==> config.mk <==
export PLATFORM = sky130hd
export DESIGN_NAME = memory_stage_flat
export DESIGN_NICKNAME = d
export VERILOG_FILES = /design/src/rtl/memory_stage_pkg.sv /design/src/rtl/memory_stage_if.sv /design/src/rtl/memory_stage_load_align.sv /design/src/rtl/memory_stage.sv /design/src/flat_wrapper.sv
export SDC_FILE = /design/constraint.sdc
export NUM_CORES = 1
export LEC_CHECK = 0
export CAP_MARGIN = 5
export CORE_MARGIN = 3
export CORE_UTILIZATION = 43
export DETAILED_ROUTE_END_ITERATION = 12
export PLACE_DENSITY_LB_ADDON = 0.05
export SETUP_SLACK_MARGIN = 0.15
export SLEW_MARGIN = 25
export SYNTH_ARGS = -nofsm -noshare
export SYNTH_HDL_FRONTEND = slang
export SYNTH_SLANG_ARGS = --single-unit
==> constraint.sdc <==
create_clock -name clk -period 1.98 [get_ports clk]
set_input_delay 0.396 -clock clk [delete_from_list [all_inputs] [get_ports clk]]
set_output_delay 0.396 -clock clk [all_outputs]
set_load 0.1 [all_outputs]
==> src/rtl/memory_stage_pkg.sv <==
// -----------------------------------------------------------------------------
// mem_pkg: shared definitions for the memory stage.
//   - funct3 encodings for loads and stores
//   - writeback-select encodings
//   - memory-stage FSM state type
//   - helper functions for access legality, byte enables and store lane data
// -----------------------------------------------------------------------------
package mem_pkg;

  localparam logic [2:0] F3_LB  = 3'b000;
  localparam logic [2:0] F3_LH  = 3'b001;
  localparam logic [2:0] F3_LW  = 3'b010;
  localparam logic [2:0] F3_LBU = 3'b100;
  localparam logic [2:0] F3_LHU = 3'b101;
  localparam logic [2:0] F3_SB  = 3'b000;
  localparam logic [2:0] F3_SH  = 3'b001;
  localparam logic [2:0] F3_SW  = 3'b010;

  localparam logic [1:0] WBSEL_ALU = 2'b00;
  localparam logic [1:0] WBSEL_MEM = 2'b01;
  localparam logic [1:0] WBSEL_PC4 = 2'b10;

  typedef enum logic [1:0] {
    IDLE = 2'b00,
    REQ  = 2'b01,
    WAIT = 2'b10
  } state_t;

  // Illegal encoding or an address not aligned to the access size.
  function automatic logic access_fault(input logic [2:0] f3,
                                        input logic       is_store,
                                        input logic [1:0] off);
    logic illegal;
    logic misaligned;
    if (is_store) begin
      illegal = (f3 != F3_SB) && (f3 != F3_SH) && (f3 != F3_SW);
    end else begin
      illegal = (f3 == 3'b011) || (f3 == 3'b110) || (f3 == 3'b111);
    end
    case (f3[1:0])
      2'b01:   misaligned = off[0];
      2'b10:   misaligned = (off != 2'b00);
      default: misaligned = 1'b0;
    endcase
    return illegal | misaligned;
  endfunction

  // Byte lanes touched by an access; size comes from funct3[1:0].
  function automatic logic [3:0] access_be(input logic [2:0] f3,
                                           input logic [1:0] off);
    logic [3:0] be;
    case (f3[1:0])
      2'b00:   be = 4'b0001 << off;
      2'b01:   be = 4'b0011 << off;
      2'b10:   be = 4'b1111;
      default: be = 4'b0000;
    endcase
    return be;
  endfunction

  // Replicate store data across all lanes so the enabled lanes carry it.
  function automatic logic [31:0] store_wdata(input logic [2:0]  f3,
                                              input logic [31:0] rs2);
    logic [31:0] wd;
    case (f3[1:0])
      2'b00:   wd = {4{rs2[7:0]}};
      2'b01:   wd = {2{rs2[15:0]}};
      default: wd = rs2;
    endcase
    return wd;
  endfunction

endpackage

==> src/rtl/memory_stage_if.sv <==
// -----------------------------------------------------------------------------
// memory_stage_if: execute-side handshake, writeback bundle and data-memory
// port of the memory stage.
//   slave  : the memory stage's view (consumes execute bundle, drives dmem)
//   master : the environment's view (execute, writeback and data memory)
// -----------------------------------------------------------------------------
interface memory_stage_if #(
  parameter int DWIDTH = 32,
  parameter int AWIDTH = 32
);
  logic              valid_i;
  logic              ready_o;
  logic [AWIDTH-1:0] pc_i;
  logic [DWIDTH-1:0] alu_res_i;
  logic [DWIDTH-1:0] rs2_data_i;
  logic [2:0]        funct3_i;
  logic              memren_i;
  logic              memwen_i;
  logic [1:0]        wbsel_i;
  logic              brtaken_i;
  logic              valid_o;
  logic [AWIDTH-1:0] pc_o;
  logic [DWIDTH-1:0] alu_res_o;
  logic [DWIDTH-1:0] memory_data_o;
  logic [1:0]        wbsel_o;
  logic              brtaken_o;
  logic              access_fault_o;
  logic              dmem_req_o;
  logic              dmem_we_o;
  logic [AWIDTH-1:0] dmem_addr_o;
  logic [3:0]        dmem_be_o;
  logic [DWIDTH-1:0] dmem_wdata_o;
  logic              dmem_gnt_i;
  logic              dmem_rvalid_i;
  logic [DWIDTH-1:0] dmem_rdata_i;

  modport slave (
    input  valid_i, pc_i, alu_res_i, rs2_data_i, funct3_i, memren_i, memwen_i,
           wbsel_i, brtaken_i, dmem_gnt_i, dmem_rvalid_i, dmem_rdata_i,
    output ready_o, valid_o, pc_o, alu_res_o, memory_data_o, wbsel_o, brtaken_o,
           access_fault_o, dmem_req_o, dmem_we_o, dmem_addr_o, dmem_be_o,
           dmem_wdata_o
  );

  modport master (
    output valid_i, pc_i, alu_res_i, rs2_data_i, funct3_i, memren_i, memwen_i,
           wbsel_i, brtaken_i, dmem_gnt_i, dmem_rvalid_i, dmem_rdata_i,
    input  ready_o, valid_o, pc_o, alu_res_o, memory_data_o, wbsel_o, brtaken_o,
           access_fault_o, dmem_req_o, dmem_we_o, dmem_addr_o, dmem_be_o,
           dmem_wdata_o
  );
endinterface

==> src/rtl/memory_stage_load_align.sv <==
// -----------------------------------------------------------------------------
// load_align: combinational load formatter.
//   rdata  in  32  raw word from data memory
//   offset in  2   byte offset of the access (addr[1:0])
//   funct3 in  3   load size/sign
//   data   out 32  selected byte/half/word, sign- or zero-extended
// -----------------------------------------------------------------------------
module load_align
  import mem_pkg::*;
(
  input  logic [31:0] rdata,
  input  logic [1:0]  offset,
  input  logic [2:0]  funct3,
  output logic [31:0] data
);
  logic [7:0]  byte_s;
  logic [15:0] half_s;

  // Select the addressed byte and half, then extend per funct3.
  always_comb begin
    case (offset)
      2'b00:   byte_s = rdata[7:0];
      2'b01:   byte_s = rdata[15:8];
      2'b10:   byte_s = rdata[23:16];
      2'b11:   byte_s = rdata[31:24];
      default: byte_s = 8'h00;
    endcase
    if (offset[1]) begin
      half_s = rdata[31:16];
    end else begin
      half_s = rdata[15:0];
    end
    case (funct3)
      F3_LB:   data = {{24{byte_s[7]}}, byte_s};
      F3_LBU:  data = {24'h000000, byte_s};
      F3_LH:   data = {{16{half_s[15]}}, half_s};
      F3_LHU:  data = {16'h0000, half_s};
      F3_LW:   data = rdata;
      default: data = 32'h0000_0000;
    endcase
  end
endmodule

==> src/rtl/memory_stage.sv <==
// -----------------------------------------------------------------------------
// memory_stage: pipelined data-memory access stage (execute -> writeback).
//   clk     in  rising-edge clock
//   reset_n in  asynchronous active-low reset
//   bus     slave modport of memory_stage_if: execute handshake (valid/ready +
//           bundle), registered writeback bundle (valid_o pulse + fields) and
//           the req/gnt/rvalid data-memory port.
// Non-memory and faulting ops complete the cycle after capture; legal memory
// ops go IDLE -> REQ (until gnt) -> [WAIT until rvalid for loads] -> IDLE.
// -----------------------------------------------------------------------------
module memory_stage
  import mem_pkg::*;
#(
  parameter int DWIDTH = 32,
  parameter int AWIDTH = 32
) (
  input logic           clk,
  input logic           reset_n,
  memory_stage_if.slave bus
);
  state_t state_r, state_next_s;
  logic ready_s, req_s, we_s;
  logic [3:0] be_s;
  logic capture_s, mem_op_s, fault_s, start_mem_s;
  logic done_direct_s, done_store_s, done_load_s;
  logic [DWIDTH-1:0] load_data_s;

  // Bundle of the instruction in flight through REQ/WAIT.
  logic [AWIDTH-1:0] p_pc_r;
  logic [DWIDTH-1:0] p_alu_r;
  logic [1:0]        p_wbsel_r;
  logic              p_br_r;
  logic [2:0]        p_f3_r;
  logic [AWIDTH-1:0] addr_r;
  logic [3:0]        be_r;
  logic [DWIDTH-1:0] wdata_r;
  logic              we_r;

  // Registered writeback bundle.
  logic              valid_r;
  logic [AWIDTH-1:0] pc_r;
  logic [DWIDTH-1:0] alu_r;
  logic [DWIDTH-1:0] mdata_r;
  logic [1:0]        wbsel_r;
  logic              br_r;
  logic              fault_r;

  assign capture_s   = bus.valid_i & ready_s;
  assign mem_op_s    = bus.memren_i | bus.memwen_i;
  // memwen wins when both are set, so legality is judged as a store.
  assign fault_s     = mem_op_s & access_fault(bus.funct3_i, bus.memwen_i, bus.alu_res_i[1:0]);
  assign start_mem_s = capture_s & mem_op_s & ~fault_s;
  assign done_direct_s = capture_s & ~start_mem_s;
  assign done_store_s  = (state_r == REQ) & bus.dmem_gnt_i & we_r;
  // rvalid only counts in WAIT; a beat coincident with gnt is ignored.
  assign done_load_s   = (state_r == WAIT) & bus.dmem_rvalid_i;

  load_align u_load_align (
    .rdata  (bus.dmem_rdata_i),
    .offset (p_alu_r[1:0]),
    .funct3 (p_f3_r),
    .data   (load_data_s)
  );

  // FSM state register.
  always_ff @(posedge clk or negedge reset_n) begin
    if (!reset_n) begin
      state_r <= IDLE;
    end else begin
      state_r <= state_next_s;
    end
  end

  // FSM next-state logic.
  always_comb begin
    state_next_s = state_r;
    case (state_r)
      IDLE: begin
        if (start_mem_s) state_next_s = REQ;
        else             state_next_s = IDLE;
      end
      REQ: begin
        if (bus.dmem_gnt_i) state_next_s = we_r ? IDLE : WAIT;
        else                state_next_s = REQ;
      end
      WAIT: begin
        if (bus.dmem_rvalid_i) state_next_s = IDLE;
        else                   state_next_s = WAIT;
      end
      default: state_next_s = IDLE;
    endcase
  end

  // FSM outputs: handshake and request qualifiers decoded from state.
  always_comb begin
    ready_s = (state_r == IDLE);
    req_s   = (state_r == REQ);
    if (req_s) begin
      be_s = be_r;
      we_s = we_r;
    end else begin
      be_s = 4'b0000;
      we_s = 1'b0;
    end
  end

  // Latch the request and pending bundle when a memory op is accepted.
  always_ff @(posedge clk or negedge reset_n) begin
    if (!reset_n) begin
      p_pc_r    <= '0;
      p_alu_r   <= '0;
      p_wbsel_r <= 2'b00;
      p_br_r    <= 1'b0;
      p_f3_r    <= 3'b000;
      addr_r    <= '0;
      be_r      <= 4'b0000;
      wdata_r   <= '0;
      we_r      <= 1'b0;
    end else if (start_mem_s) begin
      p_pc_r    <= bus.pc_i;
      p_alu_r   <= bus.alu_res_i;
      p_wbsel_r <= bus.wbsel_i;
      p_br_r    <= bus.brtaken_i;
      p_f3_r    <= bus.funct3_i;
      addr_r    <= {bus.alu_res_i[AWIDTH-1:2], 2'b00};
      be_r      <= access_be(bus.funct3_i, bus.alu_res_i[1:0]);
      wdata_r   <= store_wdata(bus.funct3_i, bus.rs2_data_i);
      we_r      <= bus.memwen_i;
    end
  end

  // Writeback bundle: one-cycle valid pulse, fields held until next completion.
  always_ff @(posedge clk or negedge reset_n) begin
    if (!reset_n) begin
      valid_r <= 1'b0;
      pc_r    <= '0;
      alu_r   <= '0;
      mdata_r <= '0;
      wbsel_r <= 2'b00;
      br_r    <= 1'b0;
      fault_r <= 1'b0;
    end else begin
      valid_r <= done_direct_s | done_store_s | done_load_s;
      if (done_direct_s) begin
        pc_r    <= bus.pc_i;
        alu_r   <= bus.alu_res_i;
        mdata_r <= '0;
        wbsel_r <= bus.wbsel_i;
        br_r    <= bus.brtaken_i;
        fault_r <= fault_s;
      end else if (done_store_s | done_load_s) begin
        pc_r    <= p_pc_r;
        alu_r   <= p_alu_r;
        mdata_r <= done_load_s ? load_data_s : '0;
        wbsel_r <= p_wbsel_r;
        br_r    <= p_br_r;
        fault_r <= 1'b0;
      end
    end
  end

  assign bus.ready_o        = ready_s;
  assign bus.dmem_req_o     = req_s;
  assign bus.dmem_we_o      = we_s;
  assign bus.dmem_be_o      = be_s;
  assign bus.dmem_addr_o    = addr_r;
  assign bus.dmem_wdata_o   = wdata_r;
  assign bus.valid_o        = valid_r;
  assign bus.pc_o           = pc_r;
  assign bus.alu_res_o      = alu_r;
  assign bus.memory_data_o  = mdata_r;
  assign bus.wbsel_o        = wbsel_r;
  assign bus.brtaken_o      = br_r;
  assign bus.access_fault_o = fault_r;
endmodule

==> src/flat_wrapper.sv <==
// flat-port wrapper written by rule: the top's interface ports become plain ports
module memory_stage_flat import mem_pkg::*;
#(
  parameter int DWIDTH = 32,
  parameter int AWIDTH = 32
)
  (clk, reset_n, bus_valid_i, bus_pc_i, bus_alu_res_i, bus_rs2_data_i, bus_funct3_i, bus_memren_i, bus_memwen_i, bus_wbsel_i, bus_brtaken_i, bus_dmem_gnt_i, bus_dmem_rvalid_i, bus_dmem_rdata_i, bus_ready_o, bus_valid_o, bus_pc_o, bus_alu_res_o, bus_memory_data_o, bus_wbsel_o, bus_brtaken_o, bus_access_fault_o, bus_dmem_req_o, bus_dmem_we_o, bus_dmem_addr_o, bus_dmem_be_o, bus_dmem_wdata_o);
  memory_stage_if #(.DWIDTH(DWIDTH), .AWIDTH(AWIDTH)) bus_i ();
  input logic clk;
  input logic reset_n;
  input wire logic [$bits(bus_i.valid_i)-1:0] bus_valid_i;
  input wire logic [$bits(bus_i.pc_i)-1:0] bus_pc_i;
  input wire logic [$bits(bus_i.alu_res_i)-1:0] bus_alu_res_i;
  input wire logic [$bits(bus_i.rs2_data_i)-1:0] bus_rs2_data_i;
  input wire logic [$bits(bus_i.funct3_i)-1:0] bus_funct3_i;
  input wire logic [$bits(bus_i.memren_i)-1:0] bus_memren_i;
  input wire logic [$bits(bus_i.memwen_i)-1:0] bus_memwen_i;
  input wire logic [$bits(bus_i.wbsel_i)-1:0] bus_wbsel_i;
  input wire logic [$bits(bus_i.brtaken_i)-1:0] bus_brtaken_i;
  input wire logic [$bits(bus_i.dmem_gnt_i)-1:0] bus_dmem_gnt_i;
  input wire logic [$bits(bus_i.dmem_rvalid_i)-1:0] bus_dmem_rvalid_i;
  input wire logic [$bits(bus_i.dmem_rdata_i)-1:0] bus_dmem_rdata_i;
  output wire logic [$bits(bus_i.ready_o)-1:0] bus_ready_o;
  output wire logic [$bits(bus_i.valid_o)-1:0] bus_valid_o;
  output wire logic [$bits(bus_i.pc_o)-1:0] bus_pc_o;
  output wire logic [$bits(bus_i.alu_res_o)-1:0] bus_alu_res_o;
  output wire logic [$bits(bus_i.memory_data_o)-1:0] bus_memory_data_o;
  output wire logic [$bits(bus_i.wbsel_o)-1:0] bus_wbsel_o;
  output wire logic [$bits(bus_i.brtaken_o)-1:0] bus_brtaken_o;
  output wire logic [$bits(bus_i.access_fault_o)-1:0] bus_access_fault_o;
  output wire logic [$bits(bus_i.dmem_req_o)-1:0] bus_dmem_req_o;
  output wire logic [$bits(bus_i.dmem_we_o)-1:0] bus_dmem_we_o;
  output wire logic [$bits(bus_i.dmem_addr_o)-1:0] bus_dmem_addr_o;
  output wire logic [$bits(bus_i.dmem_be_o)-1:0] bus_dmem_be_o;
  output wire logic [$bits(bus_i.dmem_wdata_o)-1:0] bus_dmem_wdata_o;
  assign bus_i.valid_i = bus_valid_i;
  assign bus_i.pc_i = bus_pc_i;
  assign bus_i.alu_res_i = bus_alu_res_i;
  assign bus_i.rs2_data_i = bus_rs2_data_i;
  assign bus_i.funct3_i = bus_funct3_i;
  assign bus_i.memren_i = bus_memren_i;
  assign bus_i.memwen_i = bus_memwen_i;
  assign bus_i.wbsel_i = bus_wbsel_i;
  assign bus_i.brtaken_i = bus_brtaken_i;
  assign bus_i.dmem_gnt_i = bus_dmem_gnt_i;
  assign bus_i.dmem_rvalid_i = bus_dmem_rvalid_i;
  assign bus_i.dmem_rdata_i = bus_dmem_rdata_i;
  assign bus_ready_o = bus_i.ready_o;
  assign bus_valid_o = bus_i.valid_o;
  assign bus_pc_o = bus_i.pc_o;
  assign bus_alu_res_o = bus_i.alu_res_o;
  assign bus_memory_data_o = bus_i.memory_data_o;
  assign bus_wbsel_o = bus_i.wbsel_o;
  assign bus_brtaken_o = bus_i.brtaken_o;
  assign bus_access_fault_o = bus_i.access_fault_o;
  assign bus_dmem_req_o = bus_i.dmem_req_o;
  assign bus_dmem_we_o = bus_i.dmem_we_o;
  assign bus_dmem_addr_o = bus_i.dmem_addr_o;
  assign bus_dmem_be_o = bus_i.dmem_be_o;
  assign bus_dmem_wdata_o = bus_i.dmem_wdata_o;
  memory_stage #(.DWIDTH(DWIDTH), .AWIDTH(AWIDTH)) u_core (.clk(clk), .reset_n(reset_n), .bus(bus_i));
endmodule
==> results.txt, run 1 <==
Post-synth EDFFs: 0
kind of critical path: reg2reg
met3 Usage GRT: 6.122%
HP Class: in2reg
clock transition at the registers of the reported paths: 0.07 ns
cell count after synthesis: 857
Max Buffers Root-to-Sink: 3
Max Cap Viol: 0
final hold vios: 0
antenna violation net count after detailed routing: 0
min cycle time layout: 1.898 ns
worst slew pin tran: 0.5399 ns
unrepaired setup endpoints after global routing: yes
crit path buf inv count: 2
Via density: 5.201
delay-heaviest family, CP: multiplexers
Worst Setup End Kind: register
# IOs: 313
largest stage delay on the critical path: 0.44 ns
first-pass GRT wire length: 46,750 µm
largest cells by area after synthesis: dfrtp_1, mux2_2, a211oi_1
IO Port Bufs: 310
area of the core: 0.02298 mm²
hold depth: 4
CP arrival: 2.29 ns
final hold slack: 0.3042 ns
#FFs+latches synth: 210
r2r setup slk: 0.08 ns
fmax: 526.9 MHz
Setup Skew: 0.01428 ns
dpl hpwl: 20,350 µm
Final nets: 1,355
Wirelength per Cell: 19.71 µm
Startpoint Class: register
drt pass-1 iters: 5
Max FO, Critical Path: 25
status: completed
layout cells sized above 1: 47.35%
GPL Wtd Cong: 0.8287
GR Util met2: 37.68%
Post-synth ARST share: 100.0%
Worst Path Required: 2.37 ns
fin cells: 1,541
Initial Util: 44.32%
worst r2r dst: u_core.bus.alu_res_o[21]$_DFFE_PN0P_
Final Cycle Share: 95.86%
via count: 8,015
syn_area_per_cell: 11.89 µm²
Hold Crit Start: bus_funct3_i[1]
hold endpoint: u_core.p_f3_r[1]$_DFFE_PN0P_
GR Util met1: 28.96%
Remaining DRCs: 0
cell with the most instances after synthesis: dfrtp_1
Post-Route WL: 30,380 µm
Slowest-stage cell, CP: dfrtp_2
ys flop type: dfrtp_1
Worst slew margin: 64.00%
die area: 0.02557 mm²
Final setup viols: 0
top post-synthesis cells by count: dfrtp_1, mux2_2, nand2_1
Ys Warns: 0
Synth top area share: 51.59%
Register-to-Register Path Depth: 6
largest net degree at the start of global routing: 59
die width: 159.9 µm
area leader, netlist: dfrtp_1
H-tree level count: 1
clock sink total: 210
DRT iter0 DRCs: 351
cts bufs inserted: 24
Seq/Total Area, Yosys: 51.59%
Pins Over Slew Limit: 0
Worst-Skew Late Latency: 0.51 ns
critical path, cell by cell: buf_12 -> nand3b_1 -> o21a_4 -> buf_12 -> mux2_2 -> mux2_2
CTS Root Cell: clkbuf_16
GR peak layer: met2
Cell Rows: 55
initial antenna violation count: 1
grt ovf: 0
placed cells: 1,459
TritonCTS clock tree: done
Global Route Usage Sum: 22.41%
vias in the first global route: 8,268
Syn-to-layout area delta: 50.66%
count of cell types in the netlist: 42
synthesized area: 0.01019 mm²
Reg2Reg Launch Point: u_core.state_r[1]$_DFF_PN0_
Die H: 159.9 µm
sequential cells by signal (all words and copies together), names as in the netlist, 2 cells and up:
signal                    count
u_core.be_r                   4
u_core.bus.alu_res_o         32
u_core.bus.dmem_wdata_o      32
u_core.bus.memory_data_o     32
u_core.bus.pc_o              32
u_core.bus.wbsel_o            2
u_core.p_alu_r               32
u_core.p_f3_r                 3
u_core.p_pc_r                32
u_core.p_wbsel_r              2
u_core.state_r                2
metal layers:
| metal | routed length (µm) | vias up |
|---|---|---|
| met1 | 12510 | 3893 |
| met3 | 2396 | 42 |
| met4 | 673 | 0 |
| met2 | 14800 | 284 |
| li1 | - | 3796 |
| met5 | 0 | - |
tightest hold or removal path, cell delays in order:
cell and delay, ns:
buf_6 0.10, clkinvlp_4 0.09, buf_4 0.12, mux2i_1 0.06
area by class of cell:
cell class,instances,area [µm²]
fill,1801,7639
sequential,210,5259
multi-input combinational,542,4735
timing repair buffer,420,4145
clock buffer,35,693.2
tap,313,391.6
clock inverter,8,68.82
inverter,12,51.30
antenna,1,2.502
cells by family after synthesis:
| kind of cell | after synthesis | synth area share, % |
|---|---|---|
| compound gates | 156 | 11.12 |
| fa+ha+maj | 4 | 0.4914 |
| buf+inv | 107 | 5.589 |
| flops | 210 | 51.59 |
| mux | 219 | 24.21 |
| other cells | 1 | 0.03682 |
| simple gates | 160 | 6.965 |
worst max path at each step:
stage / startpoint / endpoint / slack (ns) / cells after the start
2_1_floorplan: u_core.state_r[1]$_DFF_PN0_ / u_core.bus.dmem_wdata_o[10]$_DFFE_PN0P_ / -0.15 / 6
3_3_place_gp: bus_funct3_i[1] / u_core.bus.dmem_wdata_o[6]$_DFFE_PN0P_ / -0.70 / 8
3_5_place_dp: bus_funct3_i[1] / u_core.bus.wbsel_o[1]$_DFFE_PN0P_ / -0.72 / 9
4_1_cts: u_core.state_r[1]$_DFF_PN0_ / bus_dmem_we_o / 0.06 / 3
5_1_grt: u_core.state_r[1]$_DFF_PN0_ / u_core.bus.alu_res_o[26]$_DFFE_PN0P_ / 0.01 / 6
6_report: u_core.state_r[1]$_DFF_PN0_ / u_core.bus.alu_res_o[21]$_DFFE_PN0P_ / 0.08 / 6
timing repair:
action,in CTS,in global routing
pin swaps,13,14
resized for setup,31,46
gates cloned,5,9
setup buffers,18,6
hold endpoints to repair,51,0
endpoints found under the setup margin,215,194
hold buffers,1,0
cell usage in the layout (no fill, tap or decap), types with 3 or more instances in the layout:
| master | netlist | final |
|---|---|---|
| clkinv_2 | 0 | 6 |
| mux2_2 | 189 | 180 |
| clkdlybuf4s50_1 | 0 | 132 |
| nand2_1 | 62 | 61 |
| mux2i_1 | 9 | 9 |
| buf_16 | 0 | 5 |
| inv_1 | 11 | 8 |
| o22ai_1 | 23 | 23 |
| a22oi_1 | 32 | 24 |
| buf_6 | 2 | 12 |
| clkbuf_1 | 27 | 7 |
| a211oi_1 | 42 | 21 |
| nand2b_1 | 4 | 3 |
| a22oi_2 | 0 | 8 |
| nor3b_1 | 9 | 7 |
| o21ai_0 | 18 | 17 |
| dfrtp_1 | 210 | 207 |
| or3_1 | 8 | 8 |
| dlygate4sd2_1 | 0 | 3 |
| buf_4 | 33 | 226 |
| nor2_4 | 0 | 3 |
| a22o_1 | 8 | 8 |
| dfrtp_2 | 0 | 3 |
| a32o_1 | 9 | 9 |
| buf_8 | 0 | 3 |
| clkbuf_8 | 0 | 3 |
| clkbuf_16 | 0 | 31 |
| and2_4 | 0 | 7 |
| a211oi_2 | 1 | 21 |
| a21oi_1 | 10 | 8 |
| nand3_1 | 8 | 8 |
| buf_12 | 0 | 28 |
| mux2_1 | 20 | 10 |
| mux2_4 | 0 | 20 |
| nor2_1 | 57 | 54 |
metrics by stage:
step                      TNS [ns]  util (%)  worst slack (ns)  instance area (µm²)
final                            0     66.77           0.08201                15350
after global routing             0     66.76           0.01346                15340
after CTS                        0     65.05           0.05957                14950
after detailed placement   -136.52     60.08           -0.7168                13810
after global placement     -135.17     60.08           -0.6987                13810
after floorplan             -7.071         -           -0.1487                10490
Power of run 1 is not shown: default switching activity piles up to over one toggle a cycle in this logic, so the estimate is an artifact.
==> run 2, diff against run 1 <==
Settings changed: SETUP_SLACK_MARGIN 0.15 to 0.2.
==> run 2 against run 1 <==
Effect of this change:
- non-clock buffer count grew 27
- final cell count grew 1.9%
- clock-buffer cell count decreased by 2
- critical path type unchanged
- critical endpoint is now u_core.bus.pc_o[14]$_DFFE_PN0P_
- highest routed layer unchanged
==> results.txt, run 2 (synthesis results as in run 1) <==
largest stage delay on the critical path: 0.44 ns (about the same)
critical path, cell by cell: buf_12 -> nor2_4 -> nand2_2 -> a21o_4 -> buf_12 -> buf_12 -> buf_16 -> buf_12 -> mux2_4 (was buf_12 -> nand3b_1 -> o21a_4 -> buf_12 -> mux2_2 -> mux2_2)
drt pass-1 iters: 5 (unchanged)
Reg2Reg Launch Point: u_core.state_r[1]$_DFF_PN0_ (unchanged)
Remaining DRCs: 0 (unchanged)
Worst-Skew Late Latency: 0.51 ns (about the same)
first-pass GRT wire length: 48,710 µm (was 46,750 µm)
dpl hpwl: 20,140 µm (was 20,350 µm)
die width: 159.9 µm (unchanged)
vias in the first global route: 8,492 (was 8,268)
IO Port Bufs: 310 (unchanged)
Via density: 5.325 (was 5.201)
Slowest-stage cell, CP: dfrtp_2 (unchanged)
Worst Setup End Kind: register (unchanged)
largest net degree at the start of global routing: 44 (was 59)
Cell Rows: 55 (unchanged)
Max Cap Viol: 0 (unchanged)
Startpoint Class: register (unchanged)
DRT iter0 DRCs: 422 (was 351)
status: completed (unchanged)
Max FO, Critical Path: 6 (was 25)
Pins Over Slew Limit: 0 (unchanged)
worst r2r dst: u_core.bus.pc_o[14]$_DFFE_PN0P_ (was u_core.bus.alu_res_o[21]$_DFFE_PN0P_)
# IOs: 313 (unchanged)
final hold vios: 0 (unchanged)
initial antenna violation count: 3 (was 1)
clock transition at the registers of the reported paths: 0.06 ns (was 0.07 ns)
Register-to-Register Path Depth: 9 (was 6)
kind of critical path: reg2reg (unchanged)
Fin Setup TNS: 0 ns (unchanged)
Max Buffers Root-to-Sink: 3 (unchanged)
r2r setup slk: 0.06 ns (was 0.08 ns)
CP Depth: 9 (was 6)
Layout Utilization: 70.35% (was 66.77%)
delay-heaviest family, CP: buffers and inverters (was multiplexers)
most common cell after layout, fill and taps aside: buf_4 (unchanged)
Critical path origin: u_core.state_r[1]$_DFF_PN0_ (unchanged)
cts bufs inserted: 25 (was 24)
H-tree level count: 1 (unchanged)
grt ovf: 0 (unchanged)
via count: 8,361 (was 8,015)
most frequent cells in the layout: buf_4, dfrtp_1, mux2_2 (unchanged)
CTS Root Cell: clkbuf_16 (unchanged)
HP Class: in2reg (unchanged)
Setup Skew: 0.01306 ns (was 0.01428 ns)
Syn-to-layout area delta: 58.74% (was 50.66%)
crit path buf inv count: 5 (was 2)
Initial Util: 44.32% (unchanged)
Worst slew margin: 61.82% (was 64.00%)
min cycle time layout: 1.916 ns (was 1.898 ns)
worst setup path endpoint: u_core.bus.pc_o[14]$_DFFE_PN0P_ (was u_core.bus.alu_res_o[21]$_DFFE_PN0P_)
worst slew pin tran: 0.5716 ns (was 0.5399 ns)
Final Cycle Share: 96.75% (was 95.86%)
antenna violation net count after detailed routing: 0 (unchanged)
CP dominant cell by count: buf_12
fmax: 522.0 MHz (was 526.9 MHz)
Global Route Usage Sum: 23.66% (was 22.41%)
unrepaired setup endpoints after global routing: yes (unchanged)
Final nets: 1,383 (was 1,355)
Die H: 159.9 µm (unchanged)
GPL Wtd Cong: 0.8381 (was 0.8287)
Post-Route WL: 32,360 µm (was 30,380 µm)
Wirelength per Cell: 20.61 µm (was 19.71 µm)
area of the core: 0.02298 mm² (unchanged)
layout cells sized above 1: 51.83% (was 47.35%)
die area: 0.02557 mm² (unchanged)
TritonCTS clock tree: done (unchanged)
Final setup viols: 0 (unchanged)
clock sink total: 210 (unchanged)
CP arrival: 2.31 ns (was 2.29 ns)
Worst Path Required: 2.37 ns (about the same)
-- run 2: cell count changes in the layout (fill, tap and decap cells not counted), moves of 9 or more --
cell | before | now
o22ai_1 | 23 | 11
o22ai_2 | 0 | 11
buf_12 | 28 | 38
a22oi_1 | 24 | 15
a22oi_2 | 8 | 17
-- run 2: layout make-up --
cell class | count | area (µm²)
diodes | 3 | 7.507
inverters | 12 | 51.30
flip-flops and latches | 210 | 5260
repair buffers | 447 | 4693
clock buffers | 33 | 715.7
clock inverters | 10 | 108.9
fillers | 1722 | 6815
multi-input cells | 542 | 4941
well taps | 313 | 391.6
-- run 2: worst min-delay path by stage --
stage / end / slack (ns) / cells after the start / startpoint
4_1_cts: u_core.p_f3_r[0]$_DFFE_PN0P_ / 0.29 / 3 / bus_funct3_i[0]
5_1_grt: u_core.p_f3_r[0]$_DFFE_PN0P_ / 0.30 / 3 / bus_funct3_i[0]
3_5_place_dp: u_core.bus.memory_data_o[18]$_DFFE_PN0P_ / 0.37 / 1 / reset_n
3_3_place_gp: u_core.bus.memory_data_o[18]$_DFFE_PN0P_ / 0.37 / 1 / reset_n
2_1_floorplan: u_core.be_r[0]$_DFFE_PN0P_ / 0.10 / 0 / reset_n
6_report: u_core.p_f3_r[0]$_DFFE_PN0P_ / 0.30 / 3 / bus_funct3_i[0]
-- run 2: through the flow --
step                setup slack [ns]  instance area [µm²]  hold WS, ns  instances
global route               -0.007621                16170       0.3029       1569
floorplan                    -0.1487                10500       0.1004        858
CTS                          0.07119                15590       0.2869       1548
finish                       0.06428                16170       0.2985       1570
detailed placement           -0.7694                13760       0.3738       1453
global placement             -0.7328                13760       0.3748       1453
-- run 2: worst min-delay path, delay by kind of cell --
family                 cells  cell delay, ns
buffers and inverters      2            0.25
muxes                      1            0.13
-- run 2: routing by layer --
layer / global-route usage, % / up-vias / wire, µm
li1: - / 3852 / -
met1: 31.37 / 4124 / 13300
met2: 38.67 / 323 / 15680
met3: 6.252 / 62 / 2535
met4: 6.509 / 0 / 844
met5: 0 / - / 0
-- run 2: what timing repair did --
action	in CTS	in global routing
hold buffers	1	0
pin swaps	30	12
gates cloned	14	8
resized for setup	79	73
endpoints found under the hold margin	37	0
setup endpoints to repair	215	209
buffers inserted	37	11
Power of run 2 is left out for the same reason.
==> run 3, diff against run 2 <==
Settings changed: GPL_TIMING_DRIVEN set to 1.
==> results of run 3 <==
Final layout, timing and power as in run 2 (identical DEF).
Power of run 3 is left out for the same reason.
